===== config.mk =====
export PLATFORM = sky130hd
export DESIGN_NAME = multicycle_core_flat
export DESIGN_NICKNAME = d
export VERILOG_FILES = /design/src/rtl/multicycle_core_if.sv /design/src/rtl/multicycle_core.sv /design/src/flat_wrapper.sv
export SDC_FILE = /design/constraint.sdc
export NUM_CORES = 2
export LEC_CHECK = 0
export CORE_ASPECT_RATIO = 1.1
export CORE_MARGIN = 5
export CORE_UTILIZATION = 48
export CTS_CLUSTER_SIZE = 12
export DETAILED_ROUTE_END_ITERATION = 8
export GPL_TIMING_DRIVEN = 0
export PLACE_DENSITY = 0.63
export REMOVE_ABC_BUFFERS = 1
export SYNTH_ARGS = -nofsm -noshare
export SYNTH_HDL_FRONTEND = slang
export SYNTH_SLANG_ARGS = --single-unit

===== constraint.sdc =====
create_clock -name clock -period 59.1 [get_ports clock]
set_input_delay 11.82 -clock clock [delete_from_list [all_inputs] [get_ports clock]]
set_output_delay 11.82 -clock clock [all_outputs]
set_load 0.01 [all_outputs]

===== src/rtl/multicycle_core_if.sv =====
// Shared instruction/data memory bus for multicycle_core.
// The core drives the request side through the master modport; a memory
// model or arbiter answers through the slave modport.
interface multicycle_core_if #(
  parameter int XLEN = 32
) ();

  logic            mem_req_out;
  logic            mem_we_out;
  logic [XLEN-1:0] mem_addr_out;
  logic [XLEN-1:0] mem_wdata_out;
  logic [XLEN-1:0] mem_rdata_in;
  logic            mem_ready_in;

  modport master (
    output mem_req_out,
    output mem_we_out,
    output mem_addr_out,
    output mem_wdata_out,
    input  mem_rdata_in,
    input  mem_ready_in
  );

  modport slave (
    input  mem_req_out,
    input  mem_we_out,
    input  mem_addr_out,
    input  mem_wdata_out,
    output mem_rdata_in,
    output mem_ready_in
  );

endinterface


===== src/rtl/multicycle_core.sv =====
// Multi-cycle MIPS-subset core. One FSM walks each instruction through
// FETCH, DECODE, EXEC, MEM and WB over a single shared memory port with a
// req/ready handshake. HALT (all-zero instruction) and FAULT (bad opcode,
// misaligned load/store, memory timeout) are sticky until reset.
module multicycle_core #(
  parameter int          XLEN           = 32,
  parameter logic [31:0] PC_START       = 32'h003FFFFC,
  parameter int          TIMEOUT_CYCLES = 255
) (
  input  logic                 clock,
  input  logic                 reset,
  multicycle_core_if.master    memBus,
  output logic                 halted_out,
  output logic                 fault_out,
  output logic [XLEN-1:0]      pc_out,
  output logic [31:0]          retired_out
);

  typedef enum logic [2:0] {
    FETCH,
    DECODE,
    EXEC,
    MEM,
    WB,
    HALT,
    FAULT
  } state_t;

  localparam logic [5:0] OpRType = 6'b000000;
  localparam logic [5:0] OpAddi  = 6'b001000;
  localparam logic [5:0] OpLw    = 6'b100011;
  localparam logic [5:0] OpSw    = 6'b101011;
  localparam logic [5:0] OpBeq   = 6'b000100;
  localparam logic [5:0] OpBne   = 6'b000101;
  localparam logic [5:0] OpJ     = 6'b000010;

  localparam logic [5:0] FnAdd = 6'b100000;
  localparam logic [5:0] FnSub = 6'b100010;
  localparam logic [5:0] FnAnd = 6'b100100;
  localparam logic [5:0] FnOr  = 6'b100101;
  localparam logic [5:0] FnSlt = 6'b101010;

  localparam logic [XLEN-1:0] PcReset     = XLEN'(PC_START);
  localparam bit              TimeoutOn   = (TIMEOUT_CYCLES != 0);
  localparam logic [31:0]     TimeoutLast = 32'(TIMEOUT_CYCLES - 1);

  state_t            state_q, state_d;
  logic [XLEN-1:0]   pc_q, pc_d;
  logic [31:0]       ir_q, ir_d;
  logic [XLEN-1:0]   ea_q, ea_d;
  logic [XLEN-1:0]   storeData_q, storeData_d;
  logic [XLEN-1:0]   result_q, result_d;
  logic [31:0]       retired_q, retired_d;
  logic [31:0]       timeoutCnt_q, timeoutCnt_d;
  logic              halted_q;
  logic              fault_q;
  logic [XLEN-1:0]   regFile_q [32];

  logic [5:0]        opcode;
  logic [5:0]        funct;
  logic [4:0]        rs;
  logic [4:0]        rt;
  logic [4:0]        rd;
  logic [XLEN-1:0]   immExt;
  logic [XLEN-1:0]   rsVal;
  logic [XLEN-1:0]   rtVal;
  logic [XLEN-1:0]   effAddr;
  logic              legal;
  logic              reqActive;
  logic              timeoutHit;
  logic              retire;
  logic              rfWe;
  logic [4:0]        rfAddr;
  logic [XLEN-1:0]   rfData;

  assign opcode   = ir_q[31:26];
  assign funct    = ir_q[5:0];
  assign rs       = ir_q[25:21];
  assign rt       = ir_q[20:16];
  assign rd       = ir_q[15:11];
  assign immExt   = {{(XLEN-16){ir_q[15]}}, ir_q[15:0]};
  assign rsVal    = (rs == 5'd0) ? '0 : regFile_q[rs];
  assign rtVal    = (rt == 5'd0) ? '0 : regFile_q[rt];
  assign effAddr  = rsVal + immExt;

  assign reqActive  = (state_q == FETCH) || (state_q == MEM);
  assign timeoutHit = TimeoutOn && reqActive && !memBus.mem_ready_in &&
                      (timeoutCnt_q == TimeoutLast);

  // Classify the instruction register as supported or not.
  always_comb begin
    legal = 1'b0;
    case (opcode)
      OpRType: legal = (funct == FnAdd) || (funct == FnSub) || (funct == FnAnd) ||
                       (funct == FnOr)  || (funct == FnSlt);
      OpAddi, OpLw, OpSw, OpBeq, OpBne, OpJ: legal = 1'b1;
      default: legal = 1'b0;
    endcase
  end

  // Next-state, datapath updates, register-file write and retire decision.
  always_comb begin
    state_d     = state_q;
    pc_d        = pc_q;
    ir_d        = ir_q;
    ea_d        = ea_q;
    storeData_d = storeData_q;
    result_d    = result_q;
    retire      = 1'b0;
    rfWe        = 1'b0;
    rfAddr      = 5'd0;
    rfData      = result_q;

    case (state_q)
      FETCH: begin
        if (memBus.mem_ready_in) begin
          ir_d    = memBus.mem_rdata_in[31:0];
          pc_d    = pc_q + XLEN'(4);
          state_d = DECODE;
        end else if (timeoutHit) begin
          state_d = FAULT;
        end
      end

      DECODE: begin
        if (ir_q == 32'd0) begin
          state_d = HALT;
        end else if (!legal) begin
          state_d = FAULT;
        end else begin
          state_d = EXEC;
        end
      end

      EXEC: begin
        case (opcode)
          OpRType: begin
            case (funct)
              FnAdd:   result_d = rsVal + rtVal;
              FnSub:   result_d = rsVal - rtVal;
              FnAnd:   result_d = rsVal & rtVal;
              FnOr:    result_d = rsVal | rtVal;
              default: result_d = {{(XLEN-1){1'b0}}, ($signed(rsVal) < $signed(rtVal))};
            endcase
            state_d = WB;
          end
          OpAddi: begin
            result_d = rsVal + immExt;
            state_d  = WB;
          end
          OpBeq, OpBne: begin
            if ((rsVal == rtVal) == (opcode == OpBeq)) begin
              pc_d = pc_q + (immExt << 2);
            end
            retire  = 1'b1;
            state_d = FETCH;
          end
          OpJ: begin
            pc_d    = {pc_q[XLEN-1:28], ir_q[25:0], 2'b00};
            retire  = 1'b1;
            state_d = FETCH;
          end
          OpLw, OpSw: begin
            if (effAddr[1:0] != 2'b00) begin
              state_d = FAULT;
            end else begin
              ea_d        = effAddr;
              storeData_d = rtVal;
              state_d     = MEM;
            end
          end
          default: state_d = FAULT;
        endcase
      end

      MEM: begin
        if (memBus.mem_ready_in) begin
          if (opcode == OpLw) begin
            result_d = memBus.mem_rdata_in;
            state_d  = WB;
          end else begin
            retire  = 1'b1;
            state_d = FETCH;
          end
        end else if (timeoutHit) begin
          state_d = FAULT;
        end
      end

      WB: begin
        rfWe    = 1'b1;
        rfAddr  = (opcode == OpRType) ? rd : rt;
        rfData  = result_q;
        retire  = 1'b1;
        state_d = FETCH;
      end

      HALT:    state_d = HALT;
      FAULT:   state_d = FAULT;
      default: state_d = FAULT;
    endcase

    retired_d    = retire ? (retired_q + 32'd1) : retired_q;
    timeoutCnt_d = (reqActive && !memBus.mem_ready_in) ? (timeoutCnt_q + 32'd1) : 32'd0;
  end

  // Bus outputs follow the registered state; reset forces them low at once.
  always_comb begin
    memBus.mem_req_out   = 1'b0;
    memBus.mem_we_out    = 1'b0;
    memBus.mem_addr_out  = '0;
    memBus.mem_wdata_out = '0;
    if (reqActive && !reset) begin
      memBus.mem_req_out = 1'b1;
      if (state_q == FETCH) begin
        memBus.mem_addr_out = pc_q;
      end else begin
        memBus.mem_addr_out = ea_q;
        if (opcode == OpSw) begin
          memBus.mem_we_out    = 1'b1;
          memBus.mem_wdata_out = storeData_q;
        end
      end
    end
  end

  // Core state registers, including the sticky halt/fault flags.
  always_ff @(posedge clock or posedge reset) begin
    if (reset) begin
      state_q      <= FETCH;
      pc_q         <= PcReset;
      ir_q         <= '0;
      ea_q         <= '0;
      storeData_q  <= '0;
      result_q     <= '0;
      retired_q    <= '0;
      timeoutCnt_q <= '0;
      halted_q     <= 1'b0;
      fault_q      <= 1'b0;
    end else begin
      state_q      <= state_d;
      pc_q         <= pc_d;
      ir_q         <= ir_d;
      ea_q         <= ea_d;
      storeData_q  <= storeData_d;
      result_q     <= result_d;
      retired_q    <= retired_d;
      timeoutCnt_q <= timeoutCnt_d;
      halted_q     <= (state_d == HALT);
      fault_q      <= (state_d == FAULT);
    end
  end

  // Register file; r0 is never written so it always reads zero.
  always_ff @(posedge clock or posedge reset) begin
    if (reset) begin
      for (int i = 0; i < 32; i++) begin
        regFile_q[i] <= '0;
      end
    end else if (rfWe && (rfAddr != 5'd0)) begin
      regFile_q[rfAddr] <= rfData;
    end
  end

  assign halted_out  = halted_q;
  assign fault_out   = fault_q;
  assign pc_out      = pc_q;
  assign retired_out = retired_q;

endmodule


===== src/flat_wrapper.sv =====
// flat-port wrapper written by rule: the top's interface ports become plain ports
module multicycle_core_flat 
#(
  parameter int          XLEN           = 32,
  parameter logic [31:0] PC_START       = 32'h003FFFFC,
  parameter int          TIMEOUT_CYCLES = 255
)
  (clock, reset, halted_out, fault_out, pc_out, retired_out, memBus_mem_req_out, memBus_mem_we_out, memBus_mem_addr_out, memBus_mem_wdata_out, memBus_mem_rdata_in, memBus_mem_ready_in);
  multicycle_core_if #(.XLEN(XLEN)) memBus_i ();
  input  logic clock;
  input  logic reset;
  output logic halted_out;
  output logic fault_out;
  output logic [XLEN-1:0] pc_out;
  output logic [31:0] retired_out;
  output wire logic [$bits(memBus_i.mem_req_out)-1:0] memBus_mem_req_out;
  output wire logic [$bits(memBus_i.mem_we_out)-1:0] memBus_mem_we_out;
  output wire logic [$bits(memBus_i.mem_addr_out)-1:0] memBus_mem_addr_out;
  output wire logic [$bits(memBus_i.mem_wdata_out)-1:0] memBus_mem_wdata_out;
  input wire logic [$bits(memBus_i.mem_rdata_in)-1:0] memBus_mem_rdata_in;
  input wire logic [$bits(memBus_i.mem_ready_in)-1:0] memBus_mem_ready_in;
  assign memBus_mem_req_out = memBus_i.mem_req_out;
  assign memBus_mem_we_out = memBus_i.mem_we_out;
  assign memBus_mem_addr_out = memBus_i.mem_addr_out;
  assign memBus_mem_wdata_out = memBus_i.mem_wdata_out;
  assign memBus_i.mem_rdata_in = memBus_mem_rdata_in;
  assign memBus_i.mem_ready_in = memBus_mem_ready_in;
  multicycle_core #(.XLEN(XLEN), .PC_START(PC_START), .TIMEOUT_CYCLES(TIMEOUT_CYCLES)) u_core (.clock(clock), .reset(reset), .memBus(memBus_i), .halted_out(halted_out), .fault_out(fault_out), .pc_out(pc_out), .retired_out(retired_out));
endmodule

# Yosys cells after proc, flatten, opt, wreduce, memory -nomap -nowiden
# Cells that the tools add are included.
totals:
  output_inout_bits: 132
  in_bits: 35
  elab_cells: 169
  reg_bits: 1253
op_classes:
  add_sub_neg: 7
  eq_ne: 30
  magnitude_cmp: 5
  muxes: 47
  reduce_logical: 31
  bitwise: 6
ops:
  columns: ["operator", "n"]
  rows:
  - ["bitwise mux 1024 bit", 1]
  - ["two-way mux 32 bit", 17]
  - ["binary-select mux 32 bit (select 5 bit)", 2]
  - ["case mux 32 bit (2 select lines)", 4]
  - ["demux 32 bit (select 5 bit)", 1]
  - ["case mux 32 bit (4 select lines)", 1]
  - ["adder 32 bit", 3]
  - ["adder 32 x 1 -> 32 bit (second input constant)", 2]
  - ["equality test 6 bit (second input constant)", 7]
  - ["adder 32 x 3 -> 32 bit (second input constant)", 1]
  - ["AND 32 bit", 1]
  - ["equality test 32 bit", 1]
  - ["equality test 32 x 8 -> 1 bit (second input constant)", 1]
  - ["zero test 32 bit", 1]
  - ["< comparator 32 bit", 1]
  - ["bitwise OR 32 bit", 1]
  - ["subtractor 32 bit", 1]
  - ["two-way mux 3 bit", 7]
  - ["greater-or-equal comparator 6 bit (second input constant)", 3]
  - ["NOT 5 -> 6 bit", 3]
  - ["case mux 3 bit (6 select lines)", 1]
  - ["equality test 3 bit (second input constant)", 4]
  - ["equality test 6 x 3 -> 1 bit (second input constant)", 2]
  - ["zero test 5 bit", 2]
  - ["30 further kinds", 58]

# Logic depth before layout (Yosys ltp)
depth:
  word_depth: 11
  ltp_mapped: 29
  depth_no_buf: 20

# Least setup slack after synthesis
# Ideal clock, no wire load.
synth_timing:
  path_type: "input to output"
  from: "input reset"
  to: "output memBus_mem_addr_out[0]"
  arrival_time_ns: 43.577
  cell_stages: 4
  n_path_buf: 0
  slack_ns: 3.703
  path_cell_list: "inv_1 -> o21ai_0 -> inv_1 -> and3_1"
synth_between:
  elab_chain_cells: 3
synth_rtl:
  columns: ["item", "line_no", "text"]
  rows:
  - ["start: declaration", "flat_wrapper.sv:11", "input logic reset;"]
  - ["zero test 1 bit", "multicycle_core.sv:213", "if (reqActive && !reset) begin"]
  - ["logical AND 1 bit", "multicycle_core.sv:213", null]
  - ["two-way mux 32 bit", "multicycle_core.sv:213", null]
  - ["end: declaration", "flat_wrapper.sv:18", "output wire logic [$bits(memBus_i.mem_addr_out)-1:0] memBus_mem_addr_out;"]
# Every way passes these cells.

# Worst setup path in the final report
layout_timing:
  from: "input reset"
  to: "output memBus_mem_addr_out[22]"
# Same word-level chain as after synthesis.

==> results.json <==
{
  "cts_resized": 0,
  "die_x_um": 383,
  "finalCritPeriodShare_pct": 44.8,
  "nNetsFinal": 5925,
  "rows": 150,
  "synthArstFlopShare_pct": 100,
  "path_buf_inv": 3,
  "status": "finished with violations",
  "num_io_pins": 167,
  "cts_tree": "built",
  "place_area_mm2": 0.0782,
  "ant_nets": 0,
  "final_core_util_pct": 54.4,
  "ys.warnings.count": 0,
  "grt_start_max_net_pins": 131,
  "cts-root-buf": "clkbuf_16",
  "ys_seq_area_share_pct": 42.7,
  "start_util_pct": 48.3,
  "synth_flop_cell": "dfrtp_1",
  "p_per_area_mw_per_mm2": 55.8,
  "endpoint_kind": "output port",
  "met2_length_um": 109000,
  "globalplace.congestion": 0.962,
  "dieArea_mm2": 0.161,
  "tns_ns": 0,
  "final-setup-viol-count": 0,
  "drt_iter0_markers": 5573,
  "holdCritPathClass": "flip-flop to flip-flop",
  "grt_pass1_vias": 51800,
  "hold_violations": 0,
  "synth-edff-count": 0,
  "drc": 0,
  "cp_slowest_cell": "a21oi_1",
  "critPathLaunchType": "input pin",
  "die-height_um": 420,
  "r2r_setup_slack_ns": 50.99,
  "overflow": 0,
  "worst_pin_slew_ns": 1.55,
  "max-cap-violations": 2,
  "viasPerCell": 6.64,
  "cp_common_cell": "clkdlybuf4s50_1",
  "drive_gt1_share_pct": 35.0,
  "cpPeakStageDelay_ns": 0.82,
  "crit_type": "input pin to output port",
  "cts_sinks": 1251,
  "path_delay_family": "buffers and inverters",
  "cts_hold_buf": 0,
  "postLayoutCellArea_mm2": 0.0826,
  "grt_usage_pct": 29.9,
  "fmax_ghz": 0.0378,
  "maxSlewHeadroom_pct": -3.39,
  "synth_cells": 5824,
  "met3_length_um": 21100,
  "top_layer": "met4",
  "wl_met1_um": 98200,
  "crit_chain": "clkdlybuf4s50_1 > inv_8 > o21ai_4 > a21oi_1 > clkdlybuf4s50_1",
  "place_hpwl_um": 160000,
  "violations": "max-capacitance violations, max-slew violations",
  "firstDrtPassIters": 6,
  "cp.arrival_ns": 14.67,
  "numCtsBuffers": 137,
  "rsz0062_at_grt": "false",
  "crit_fanout": 35,
  "dr_total_vias": 51800,
  "crit_required_ns": 47.28,
  "route.detailed.wl_per_inst_um": 30.9,
  "synth_cell_types": 98,
  "drv_slew": 15,
  "ys_ff_latch": 1251,
  "coreArea_mm2": 0.152,
  "antenna_found_initial": 5,
  "finalPower_w": 0.00461,
  "skew_ns": 0.0356,
  "cellLeakagePower_nw": 36.3,
  "area_growth_pct": 12.5,
  "cts_buffer_depth": 3,
  "path_clk_slew_ns": 0.06,
  "cts_max_level": 4,
  "syn_area_per_cell_um2": 12.6,
  "post_cts_buffers": 0,
  "clock_latency_ns": 0.79,
  "fin_crit_ns": 26.49,
  "ir_drop_mv": 0.0402,
  "port_buffers": 164,
  "syn_area_mm2": 0.0734,
  "grt_pass1_wl_um": 356000,
  "postRouteWirelength_um": 242000
}
-- cell usage after synthesis (all sizes together) (11+ instances only) --
library cell	n	share of area, %
a22oi	28	0.29
ha	153	2.6
a22o	11	0.13
o211ai	14	0.14
o21a	19	0.19
o22ai	14	0.12
a221oi	24	0.29
and2	63	0.54
o221ai	15	0.19
a211oi	25	0.26
dfrtp	1231	42
nand4	23	0.20
dfstp	20	0.72
a21oi	232	1.6
buf	177	1.3
and3	42	0.36
a21o	42	0.43
nor2b	31	0.26
xnor2	82	0.98
o21ai	209	1.4
o21bai	22	0.22
o31ai	11	0.11
mux4	583	18
nor3b	14	0.15
mux2i	110	1.5
nand2	387	2.0
xor2	58	0.69
nand3	94	0.66
inv	133	0.68
clkbuf	335	1.7
nand2b	24	0.20
nor4	28	0.24
a31oi	39	0.36
nor2	269	1.4
nor3	52	0.37
or3	36	0.31
or2	14	0.12
mux2	1036	16
-- cells in the final DEF (no fill, tap or decap), types with 38 or more instances in the layout --
cell type,count
mux2_2,1035
clkbuf_1,38
and2_1,60
nor2_1,251
a21oi_1,230
nand3_1,90
buf_16,56
ha_1,153
clkbuf_16,144
clkdlybuf4s50_1,164
nor3_1,47
dfrtp_1,1219
xnor2_1,82
nand2_1,374
xor2_1,58
o21ai_0,197
a21o_1,42
inv_1,129
and3_1,41
mux4_2,572
mux2i_1,110
-- worst reg2reg max path, cell delays in order, from the launching register on --
cell	delay (ns)
dfrtp_1	1.22
clkinv_4	0.86
buf_16	0.46
nor3_1	0.52
a221oi_1	0.14
a31oi_1	0.71
inv_1	0.29
ha_1	0.53
nand2b_1	0.18
nor3b_1	0.36
nand4_1	0.26
nor3_2	0.24
nand4b_1	0.33
xor2_1	0.30
a21oi_1	1.12
o21ai_0	0.24
a22o_1	0.30
-- worst paths after layout --
path                                             start                       to  cells past startpoint
worst max-delay path                             reset  memBus_mem_addr_out[22]                      5
worst min-delay path            u_core.regFile_q[1015]   u_core.regFile_q[1015]                      0
worst max register to register         u_core.ir_q[18]        u_core.pc_out[13]                     16
worst min register to register  u_core.regFile_q[1015]   u_core.regFile_q[1015]                      0
max in group asynchronous                        reset    u_core.regFile_q[604]                      5
min in group asynchronous                        reset   u_core.retired_out[30]                      2
-- sequential cells by signal, indices dropped and copies added, names as in the netlist, 30 cells and up --
signal               count
u_core.ea_q             32
u_core.ir_q             32
u_core.pc_out           30
u_core.regFile_q      1024
u_core.result_q         32
u_core.retired_out      32
u_core.storeData_q      32
u_core.timeoutCnt_q     32
-- cells by family (layout without fill, tap and decap cells) --
logic type | count (synthesis) | count (layout) | share of synthesized area, %
simple gates | 1111 | 1111 | 7.17
compound gates | 787 | 787 | 6.76
flops | 1251 | 1251 | 42.7
mux | 1729 | 1729 | 35.3
other cells | 1 | 3 | 0.00511
fa+ha+maj | 158 | 158 | 2.70
xor+xnor | 140 | 140 | 1.67
buf+inv | 647 | 654 | 3.71
-- routing by layer --
metal	global-route usage [%]	vias to the layer above
met3	6.73	547
met4	14.3	0
li1	-	21600
met5	0	-
met1	40.8	27300
met2	45.8	2393
-- through the flow --
step	hold slack, ns	std cells	setup WS, ns
after floorplan	0.347	5313	-8.01
after global placement	0.359	7453	-40.91
after detailed placement	0.361	7571	32.87
after CTS	0.375	7807	32.86
after global routing	0.393	7808	32.56
final	0.379	7809	32.61
-- cell type report --
cell class              count  area [µm²]
diodes                      1        2.50
clock buffers             210        4130
well taps                1976        2470
multi-input cells        3927       39700
clock inverters            26         305
flip-flops and latches   1251       31400
inverters                 135         519
repair buffers            283        4160
fillers                 12500       69400
-- power breakdown --
group | leakage, nW | internal (W) | switching, W | total (W)
logic | 17.3 | 0.00104 | 0.00128 | 0.00232
clock network | 2.18 | 0.000499 | 0.000363 | 0.000861
registers | 16.8 | 0.00108 | 0.000346 | 0.00142
No activity file was read; power rests on OpenSTA's default activity.
